`src/rtl/ahb_sram_bridge.sv`:
```
`timescale 1ns/1ps
// ahb_sram_bridge: AHB-Lite slave that turns bus transfers into accesses on a
// single-port synchronous SRAM. It handles byte lanes, defers a read that
// collides with a pending write by one cycle, and gives a two-cycle ERROR
// response for misaligned, oversized or out-of-range transfers.
// Ports:
//   HCLK, HRESET        clock, synchronous active-high reset
//   HSEL..HREADY        AHB-Lite slave inputs (address phase + HWDATA)
//   HRDATA, HREADYOUT,  AHB-Lite slave response
//   HRESP
//   sram_cen/wen/ben    SRAM controls, active low
//   sram_addr/din/dout  SRAM word address, write data, read data (1-cycle latency)
module ahb_sram_bridge #(
    parameter int unsigned MEM_BYTES = 32'd67108864,
    parameter int unsigned ADDR_W    = 32
) (
    input  logic              HCLK,
    input  logic              HRESET,
    input  logic              HSEL,
    input  logic [ADDR_W-1:0] HADDR,
    input  logic [1:0]        HTRANS,
    input  logic              HWRITE,
    input  logic [2:0]        HSIZE,
    input  logic [31:0]       HWDATA,
    input  logic              HREADY,
    output logic [31:0]       HRDATA,
    output logic              HREADYOUT,
    output logic              HRESP,
    output logic              sram_cen,
    output logic              sram_wen,
    output logic [3:0]        sram_ben,
    output logic [ADDR_W-1:0] sram_addr,
    output logic [31:0]       sram_din,
    input  logic [31:0]       sram_dout
);

    localparam int unsigned CMP_W = ADDR_W + 33;

    typedef enum logic [2:0] {
        ST_IDLE,
        ST_RD_DATA,
        ST_WR_DATA,
        ST_RD_DEFER,
        ST_ERR1,
        ST_ERR2
    } state_e;

    state_e            state_q, state_d;
    logic [ADDR_W-1:0] addr_q, addr_d;
    logic [1:0]        size_q, size_d;
    logic [1:0]        off_q, off_d;

    logic              accept;
    logic              legal;
    logic [ADDR_W-1:0] word_addr;
    logic [3:0]        wr_ben;
    logic              unused_htrans0;

    assign unused_htrans0 = HTRANS[0];
    assign word_addr      = {HADDR[ADDR_W-1:2], 2'b00};

    // Nothing is sampled while this slave is stalling the bus.
    assign accept = HSEL && HTRANS[1] && HREADY &&
                    (state_q != ST_RD_DEFER) && (state_q != ST_ERR1);

    // Transfer legality: size, alignment and range.
    always_comb begin
        legal = 1'b1;
        if (HSIZE > 3'd2)                              legal = 1'b0;
        if ((HSIZE == 3'd1) && HADDR[0])               legal = 1'b0;
        if ((HSIZE == 3'd2) && (HADDR[1:0] != 2'b00))  legal = 1'b0;
        if (CMP_W'(HADDR) >= CMP_W'(MEM_BYTES))        legal = 1'b0;
    end

    // Byte-lane enables for the latched write.
    always_comb begin
        wr_ben = 4'b0000;
        case (size_q)
            2'd0:    wr_ben = ~(4'b0001 << off_q);
            2'd1:    wr_ben = off_q[1] ? 4'b0011 : 4'b1100;
            default: wr_ben = 4'b0000;
        endcase
    end

    // Next data-phase state and address-phase latches.
    always_comb begin
        state_d = state_q;
        addr_d  = addr_q;
        size_d  = size_q;
        off_d   = off_q;
        case (state_q)
            ST_RD_DEFER: state_d = ST_RD_DATA;
            ST_ERR1:     state_d = ST_ERR2;
            default: begin
                state_d = ST_IDLE;
                if (accept) begin
                    if (!legal) begin
                        state_d = ST_ERR1;
                    end else if (HWRITE) begin
                        state_d = ST_WR_DATA;
                        addr_d  = word_addr;
                        size_d  = HSIZE[1:0];
                        off_d   = HADDR[1:0];
                    end else if (state_q == ST_WR_DATA) begin
                        // Port is busy with the write this cycle; read next cycle.
                        state_d = ST_RD_DEFER;
                        addr_d  = word_addr;
                    end else begin
                        state_d = ST_RD_DATA;
                    end
                end
            end
        endcase
    end

    // Bus response and SRAM port; everything idles while HRESET is high.
    always_comb begin
        HRDATA    = 32'h0;
        HREADYOUT = 1'b1;
        HRESP     = 1'b0;
        sram_cen  = 1'b1;
        sram_wen  = 1'b1;
        sram_ben  = 4'hF;
        sram_addr = '0;
        sram_din  = 32'h0;
        if (!HRESET) begin
            case (state_q)
                ST_WR_DATA: begin
                    sram_cen  = 1'b0;
                    sram_wen  = 1'b0;
                    sram_ben  = wr_ben;
                    sram_addr = addr_q;
                    sram_din  = HWDATA;
                end
                ST_RD_DEFER: begin
                    sram_cen  = 1'b0;
                    sram_ben  = 4'h0;
                    sram_addr = addr_q;
                    HREADYOUT = 1'b0;
                end
                ST_RD_DATA: HRDATA = sram_dout;
                ST_ERR1: begin
                    HREADYOUT = 1'b0;
                    HRESP     = 1'b1;
                end
                ST_ERR2:    HRESP = 1'b1;
                default:    ;
            endcase
            if ((state_q != ST_WR_DATA) && accept && legal && !HWRITE) begin
                sram_cen  = 1'b0;
                sram_ben  = 4'h0;
                sram_addr = word_addr;
            end
        end
    end

    always_ff @(posedge HCLK) begin
        if (HRESET) begin
            state_q <= ST_IDLE;
            addr_q  <= '0;
            size_q  <= 2'd0;
            off_q   <= 2'd0;
        end else begin
            state_q <= state_d;
            addr_q  <= addr_d;
            size_q  <= size_d;
            off_q   <= off_d;
        end
    end

endmodule

```
`config.mk`:
```
export PLATFORM = sky130hd
export DESIGN_NAME = ahb_sram_bridge
export DESIGN_NICKNAME = d
export VERILOG_FILES = /design/src/rtl/ahb_sram_bridge.sv
export SDC_FILE = /design/constraint.sdc
export NUM_CORES = 1
export LEC_CHECK = 0
export CORE_UTILIZATION = 35
export DETAILED_ROUTE_END_ITERATION = 10
export PLACE_DENSITY = 0.88
export RECOVER_POWER = 50
export SYNTH_ARGS = -nofsm -noshare
export SYNTH_HDL_FRONTEND = slang
export SYNTH_SLANG_ARGS = --single-unit
```
`constraint.sdc`:
```
create_clock -name HCLK -period 2.85 [get_ports HCLK]
set_input_delay 0.57 -clock HCLK [delete_from_list [all_inputs] [get_ports HCLK]]
set_output_delay 0.57 -clock HCLK [all_outputs]
set_load 0.02 [all_outputs]
```
Word level (Yosys, flattened, before mapping). Cells that the tools add are included.

Register bits: 39. Logic and storage cells: 70.

Reductions and logical operators: 18. Multiplexer cells: 32. Order comparisons: 2. Bitwise logic cells: 2. Shift-type cells: 1. Equality and inequality tests: 11.

Operators by type and width (number): 2-to-1 mux 32 bit (9); greater-or-equal comparator 32 x 27 -> 1 bit (second input constant) (1); one-hot mux 4 bit (2 select lines) (2); 2-to-1 mux 1 bit (13); 2-to-1 mux 4 bit (3); equality test 3 x 2 -> 1 bit (second input constant) (3); logical AND 1 bit (9); AND reduction 4 bit (2); equality test 3 x 1 -> 1 bit (second input constant) (2); equality test 3 bit (second input constant) (2); 2-to-1 mux 3 bit (2); inequality test 3 x 2 -> 1 bit (second input constant) (2); one-hot mux 3 bit (2 select lines) (1); OR reduction 2 bit (3); 2-to-1 mux 2 bit (2); NOT 4 bit (1); nonzero test 2 bit (2); << shifter 1 x 2 -> 4 bit (first input constant) (1); > comparator 3 x 2 -> 1 bit (second input constant) (1); inequality test 3 bit (second input constant) (1); equality test 2 x 1 -> 1 bit (second input constant) (1); logical NOT 2 bit (1); logical NOT 1 bit (1); NOT 1 bit (1).

Logic depth before layout (Yosys ltp). Gate-level depths: netlist of run 1.

Depth in word-level cells: 9. Gate-level depth with buffers: 7. Gate-level depth less buffers: 4.

Worst setup path after synthesis of run 1. No wires, ideal clock.

Kind: input-to-output. From: input port HADDR[31]. To: output port sram_addr[16]. Stages on the path: 6. Slack: 0.290 ns. Data arrival time: 1.990 ns. Cell sequence: nor4_1 -> o211ai_1 -> or3_1 -> buf_6 -> buf_6 -> o22ai_1.

Longest elaborated chain between the ends: 6.

Ends and longest elaborated chain: start, declared (line 20) `input logic [ADDR_W-1:0] HADDR,`; greater-or-equal comparator 32 x 27 -> 1 bit (line 72) `if (CMP_W'(HADDR) >= CMP_W'(MEM_BYTES)) legal = 1'b0;`; 2-to-1 mux 1 bit (line 72); logical AND 1 bit (2 in a row) (line 149) `if ((state_q != ST_WR_DATA) && accept && legal && !HWRITE) begin`; 2-to-1 mux 32 bit (line 149); 2-to-1 mux 32 bit (line 126) `if (!HRESET) begin`; end, declared (line 32) `output logic [ADDR_W-1:0] sram_addr,`.

Every way passes these cells.

Worst setup path in the final report of run 1.
From: input port HSIZE[2]. To: output port sram_addr[4].

Longest elaborated chain between the ends: 9. Elaborated cells on any way between the ends: 13.

Ends and longest elaborated chain: start, declared (line 23) `input logic [2:0] HSIZE,`; > comparator 3 x 2 -> 1 bit / equality test 3 x 1 -> 1 bit (equally long branches) (line 69, 70); 2-to-1 mux 1 bit / logical AND 1 bit (equally long branches) (line 69, 70); 2-to-1 mux 1 bit (line 70) `if ((HSIZE == 3'd1) && HADDR[0]) legal = 1'b0;`; 2-to-1 mux 1 bit * (line 71) `if ((HSIZE == 3'd2) && (HADDR[1:0] != 2'b00)) legal = 1'b0;`; 2-to-1 mux 1 bit * (line 72); logical AND 1 bit * (2 in a row) (line 149); 2-to-1 mux 32 bit * (line 149); 2-to-1 mux 32 bit * (line 126).

Every way passes the cells marked *; elsewhere a longest branch is shown, timed or not.

==> results of run 1 <==
-- cell usage in the layout, fill, tap and decap left out, types with 3 or more instances in the layout --
cell / n
clkbuf_8: 5
buf_12: 3
buf_4: 20
inv_1: 3
clkdlybuf4s50_1: 126
dfxtp_1: 36
o22ai_2: 9
o21ai_0: 5
buf_6: 9
buf_2: 12
clkbuf_1: 27
nand2_1: 4
mux2i_1: 28
nand2b_1: 57
dlymetal6s2s_1: 15
nor2_1: 4
a21oi_1: 3
a21o_1: 5
nor2b_1: 3
o22ai_1: 10
o22ai_4: 5
and3b_1: 6
dlygate4sd2_1: 8
and2_1: 70
-- logic make-up after synthesis --
kind of cell	count (synthesis)
DFF	37
buffers and inverters	29
muxes	28
AOI/OAI and AO/OA	42
and+or+nand+nor	158
other	1
-- sequential cells by signal, summed over array words and instances (netlist names) --
| register | count |
|---|---|
| addr_q | 30 |
| off_q | 2 |
| size_q | 2 |
| state_q | 3 |
-- final cells by class --
cell class	count	area, um2
clock buffer	5	68.8
clock inverter	1	5.00
fill	570	2030
inverter	3	11.3
multi-input combinational	230	1700
sequential	37	742
tap	80	100
timing repair buffer	226	2090
-- routing by layer --
metal  global-route usage [%]  vias to the layer above  wire (um)
met5                        0                        -          0
met4                     3.03                        0         36
met3                     6.35                        4        542
met2                     40.5                       96       4660
met1                     29.1                     1253       3970
li1                         -                     1395          -
-- worst max-delay path, delay by kind of cell --
family          cells  cell delay, ps
compound gates      2             330
simple gates        2             710
buf+inv             3             610
-- what timing repair did --
item / in CTS / in global routing
buffers inserted: 1 / 0
cloned: 2 / 1
endpoints found under the setup margin: 29 / 65
pin swaps: 6 / 1
hold buffers: 0 / 0
gates resized for setup: 154 / 66
-- power by group --
group	internal, mW	leakage [nW]	switching (mW)
Sequential	0.518	0.298	0.00158
Clock	0.161	0.0399	0.172
Combinational	0.155	1.83	0.0699
-- final timing paths --
| kind | startpoint | to | slack [ps] | cells past startpoint |
|---|---|---|---|---|
| worst min register to register | size_q[1]$_SDFFE_PP0P_ | size_q[1]$_SDFFE_PP0P_ | 480 | 2 |
| worst max register to register | state_q[0]$_SDFF_PP0_ | addr_q[26]$_SDFFE_PP0P_ | 400 | 7 |
| worst min-delay path | size_q[1]$_SDFFE_PP0P_ | size_q[1]$_SDFFE_PP0P_ | 480 | 2 |
| worst max-delay path | HSIZE[2] | sram_addr[4] | 50 | 7 |
-- per-stage QoR --
step / TNS [ps] / instances / cell area (um2) / power, mW
2_1_floorplan: 0 / 296 / 2440 / 0.591
3_3_place_gp: -13840 / 572 / 4620 / 0.753
3_5_place_dp: -16080 / 572 / 4620 / 0.757
4_1_cts: -86.2 / 581 / 4700 / 1.09
5_1_grt: -43.9 / 582 / 4720 / 1.13
6_report: 0 / 582 / 4720 / 1.08
==> metrics, run 1 <==
Max-slew headroom a little under two fifths; Post-synth EDFFs 0; Die X 85.5 um; CP max stage cell or3_4; Port Buffers 206; Final nets a little over 600; drt first pass iters 3; DP Wirelength 6.60 mm; antenna violations before repair 0; largest family of logic cells by synthesized area simple AND/OR/NAND/NOR gates; htree depth 2; unrepaired setup endpoints after global routing yes; P per Cell Area ~230 mW/mm2; crit end category output pin; Routed WL around 9 mm; clk slew on worst S/H paths around 70 ps; row cnt 30; final hold vios 0; core area 0.00676 mm2; post-synthesis simple-gate area fraction between 40% and 50%; largest net degree at the start of global routing 37; post-route ant nets 0; Core Util, Final between 60 and 70%; max-slew violation count 0; area share of xor/xnor cells in the synthesized design 0%; main flop type after synthesis dfxtp_1; Synth Instances 295; Clock Tree Buf Depth 2; Final Setup Violations 0; Setup WS post-layout 49.3 ps; Distinct cells, synth 31; Static Leak 2.17 nW; clock root cell clkbuf_8; outcome completed; Avg WL per Cell 15.8 um; HP Class reg -> reg; mapped cell area roughly 0.0024 mm2; # DRC 0; CTS tree built; synthesized area per cell 8.27 um2; crit path kind in -> out; routability cong. roughly 0.80; layout cell share with drive strength beyond 1 15.7%; WP data required ~2300 ps; Max Freq 357 MHz; most frequent cell after synthesis and2_1; clk_lat worst skew between 200 and 300 ps; top cells by count, synth and2_1, nand2b_1, dfxtp_1; Synth Area in Compound Gates 10.9%; Max stage delay on crit path 440 ps; minimum clock period around 2800 ps; vias in the first global route about 2700; Via Count roughly 2700; worst hold slack 479 ps; I/O Pins 210; Yosys top cell area share 30.4%; #FFs+latches synth 37; leading post-synthesis cells by cell area dfxtp_1, and2_1, nand2b_1, mux2i_1, o22ai_1; CP Cell Sequence dlygate4sd2_1, nor4_2, o211ai_1, or3_4, clkbuf_16, o22ai_2, buf_4; Initial Util a little over a third; Post-Synth Adder-Cell Area 0%; Antenna diodes 0; Yosys top cell by area dfxtp_1; total die area 0.00731 mm2; async set-reset flop share out of synthesis 0%; VDD IR max 0.000273 V; global-route wire length before repair 13.4 mm; Worst Skew 2.72 ps; Post-Place Worst Slack -620 ps; gr ovfl total 0; # clock sinks 37; mux share of post-synthesis cell area 11.5%; CP Launch Type input pin; Max Cap Violations 0; area added between synthesis and finish 93.6%; final worst path period share 98.3%; CP arrival around 2200 ps; Vias/cell 4.72; total CTS buffers 5; YS warnings 0; gr usage total 23.1%; worst slew pin tran 934 ps; sequential area share after synthesis between 30 and 40%; DRT iter0 DRCs between 50 and 60; Die Y-Extent 85.5 um; Max FO, Critical Path 7
Power figures use the tool's default switching activity.
==> inputs of run 2 (changes only) <==
==> constraint.sdc (replaced) <==
create_clock -name HCLK -period 2.85 [get_ports HCLK]
set_input_delay 0.285 -clock HCLK [delete_from_list [all_inputs] [get_ports HCLK]]
set_output_delay 0.285 -clock HCLK [all_outputs]
set_load 0.02 [all_outputs]
==> run 2 against run 1 <==
Sequential power about the same. Via count down 0.95%. Sequential cell count did not move. Wire length decreased by 7.1%. Critical endpoint is now sram_cen.
==> metrics, run 2 (synthesis results as in run 1) <==
Worst Reg-to-Reg Cells 6 (-1); Total Power 1.09 mW (+0.92%); Top Registers addr_q x30, state_q x3; Initial Util 36.1% (unchanged); layout cell share with drive strength beyond 1 4.47% (-11 points); DRT iter0 DRCs 86 (+48%); I/O Pins 210 (unchanged); P per Cell Area 243 mW/mm2 (+6.4%); worst slew pin tran 910 ps (-23.8 ps); WP data required 2570 ps (+290 ps); Worst Skew 8.26 ps (+5.53 ps); gr ovfl total 0 (unchanged); Vias/cell 4.76 (+0.79%); antenna violations before repair 0 (unchanged); global-route wire length before repair 13.4 mm (-0.26%); clock root cell clkbuf_8; drt first pass iters 4 (+1); Static Leak 1.85 nW (-15%); unrepaired setup endpoints after global routing no; Max Freq 366 MHz (+2.4%); R2R Setup Slk 450 ps (+50 ps); # DRC 0 (unchanged); hold_sp addr_q[18]$_SDFFE_PP0P_; crit end category output pin; CTS tree built; largest net degree at the start of global routing 48 (+30%); htree depth 2 (unchanged); CP Launch Type flip-flop; hold buffer count at CTS 0 (unchanged); commonest cells after routing, fill and taps aside clkdlybuf4s50_1, and2_1, nand2b_1, dfxtp_1, mux2i_1; Routed WL 8.55 mm (-7.1%); Final Setup Violations 0 (unchanged); Avg WL per Cell 14.9 um (-5.5%); total die area 0.00731 mm2 (unchanged); # fillers 583 (+2.3%); most common cell after layout, fill and taps aside clkdlybuf4s50_1; core area 0.00676 mm2 (unchanged); Final nets 597 (-2.0%); Via Count 2722 (-0.95%); vias in the first global route 2641 (-1.3%); max-slew violation count 0 (unchanged); hold endpoint addr_q[18]$_SDFFE_PP0P_; VDD IR max 0.000327 V (+20%); worst hold path depth 2 (unchanged); DP Wirelength 6.45 mm (-2.3%); final hold vios 0 (unchanged); setup TNS 0 ps (unchanged); Die X 85.5 um (unchanged); clk slew on worst S/H paths 80 ps (about the same); Max FO, Critical Path 29 (+22); Die Y-Extent 85.5 um (unchanged); outcome completed; Antenna diodes 0 (unchanged); area added between synthesis and finish 83.6%; post-route ant nets 0 (unchanged); Clock Tree Buf Depth 2 (unchanged); minimum clock period 2730 ps (-66.2 ps); worst flop-to-flop path startpoint state_q[0]$_SDFF_PP0_; final worst path period share 95.9% (-2.3 points); Max-slew headroom 39.3% (+1.6 points); post-route cell area 0.00448 mm2 (-5.1%); Largest register FFs 30 (unchanged); Reg area 742 um2 (unchanged); multi-input logic area 0.00155 mm2 (-9.0%); HP Class reg -> reg; gr usage total 23.1% (-0.047 points); total CTS buffers 5 (unchanged); post-place instance area 0.00453 mm2 (-1.8%); Reg with most FFs addr_q; reg-to-reg endpoint addr_q[30]$_SDFFE_PP0P_; # clock sinks 37 (unchanged); routability cong. 0.793 (-0.58%); CP arrival 2450 ps (+220 ps); Max Cap Violations 0 (unchanged); row cnt 30 (unchanged); crit path kind reg -> out; clk_lat worst skew 280 ps (about the same); Port Buffers 206 (unchanged)
[run 2: cell count changes in the layout (fill, tap and decap cells not counted), moves of 11 or more]
cell / change
dlymetal6s2s_1: -15
buf_4: -16
o22ai_1: +14
buf_2: -11
clkdlybuf4s50_1: +46
[run 2: final cells by class]
class                           instances  share of cell area (%)
Clock buffer                            6                    1.62
Clock inverter                          2                   0.223
Inverter                                3                   0.251
Multi-Input combinational cell        230                    34.6
Sequential cell                        37                    16.6
Tap cell                               80                    2.23
Timing Repair Buffer                  214                    44.5
[run 2: per-layer routing]
metal / part of all wire [%] / track usage, %
met4: 0.98 / 3.94
met3: 7.3 / 6.54
met5: 0 / 0
met2: 48 / 40.7
met1: 44 / 28.4
[run 2: timing repair]
item | CTS | global route
setup endpoints to repair | 24 | 20
buffers inserted | 0 | 0
resized for setup | 6 | 20
[run 2: worst max path at each step]
stage                               start            end  depth (start not counted)
finish              state_q[0]$_SDFF_PP0_       sram_cen                          6
global route        state_q[0]$_SDFF_PP0_       sram_cen                          6
floorplan           state_q[0]$_SDFF_PP0_  sram_addr[16]                          6
detailed placement              HADDR[29]   sram_addr[3]                          7
global placement                HADDR[31]  sram_addr[17]                          7
CTS                 state_q[0]$_SDFF_PP0_   sram_addr[8]                          6
[run 2: where the power goes]
| part | switching, mW | total, mW | internal [mW] |
|---|---|---|---|
| combinational | 0.0613 | 0.219 | 0.158 |
| sequential | 0.00165 | 0.519 | 0.518 |
| clock | 0.180 | 0.350 | 0.170 |
| total | 0.243 | 1.09 | 0.845 |
[run 2: per-stage QoR]
| step | setup WS (ps) | instances | util (%) | hold slack (ps) |
|---|---|---|---|---|
| after floorplan | 738 | 296 | - | 386 |
| after global placement | 46.7 | 564 | 67.1 | 460 |
| after detailed placement | 48.4 | 564 | 67.1 | 467 |
| after CTS | 2.11 | 572 | 68.2 | 488 |
| after global routing | 2.79 | 572 | 66.3 | 518 |
| final | 115 | 572 | 66.3 | 488 |
[run 2: critical path, stage by stage, from the launching register on]
cell and delay [ps]:
dfxtp_1 370, nor2b_1 190, a211o_1 310, or3_1 400, buf_12 180, a21o_1 180, clkdlybuf4s50_1 530
==> inputs of run 3 (changes only) <==
CTS_CLUSTER_SIZE = 10   (was unset)
==> results of run 3 <==
The final DEF is identical to that of run 2; final timing and power are the same.
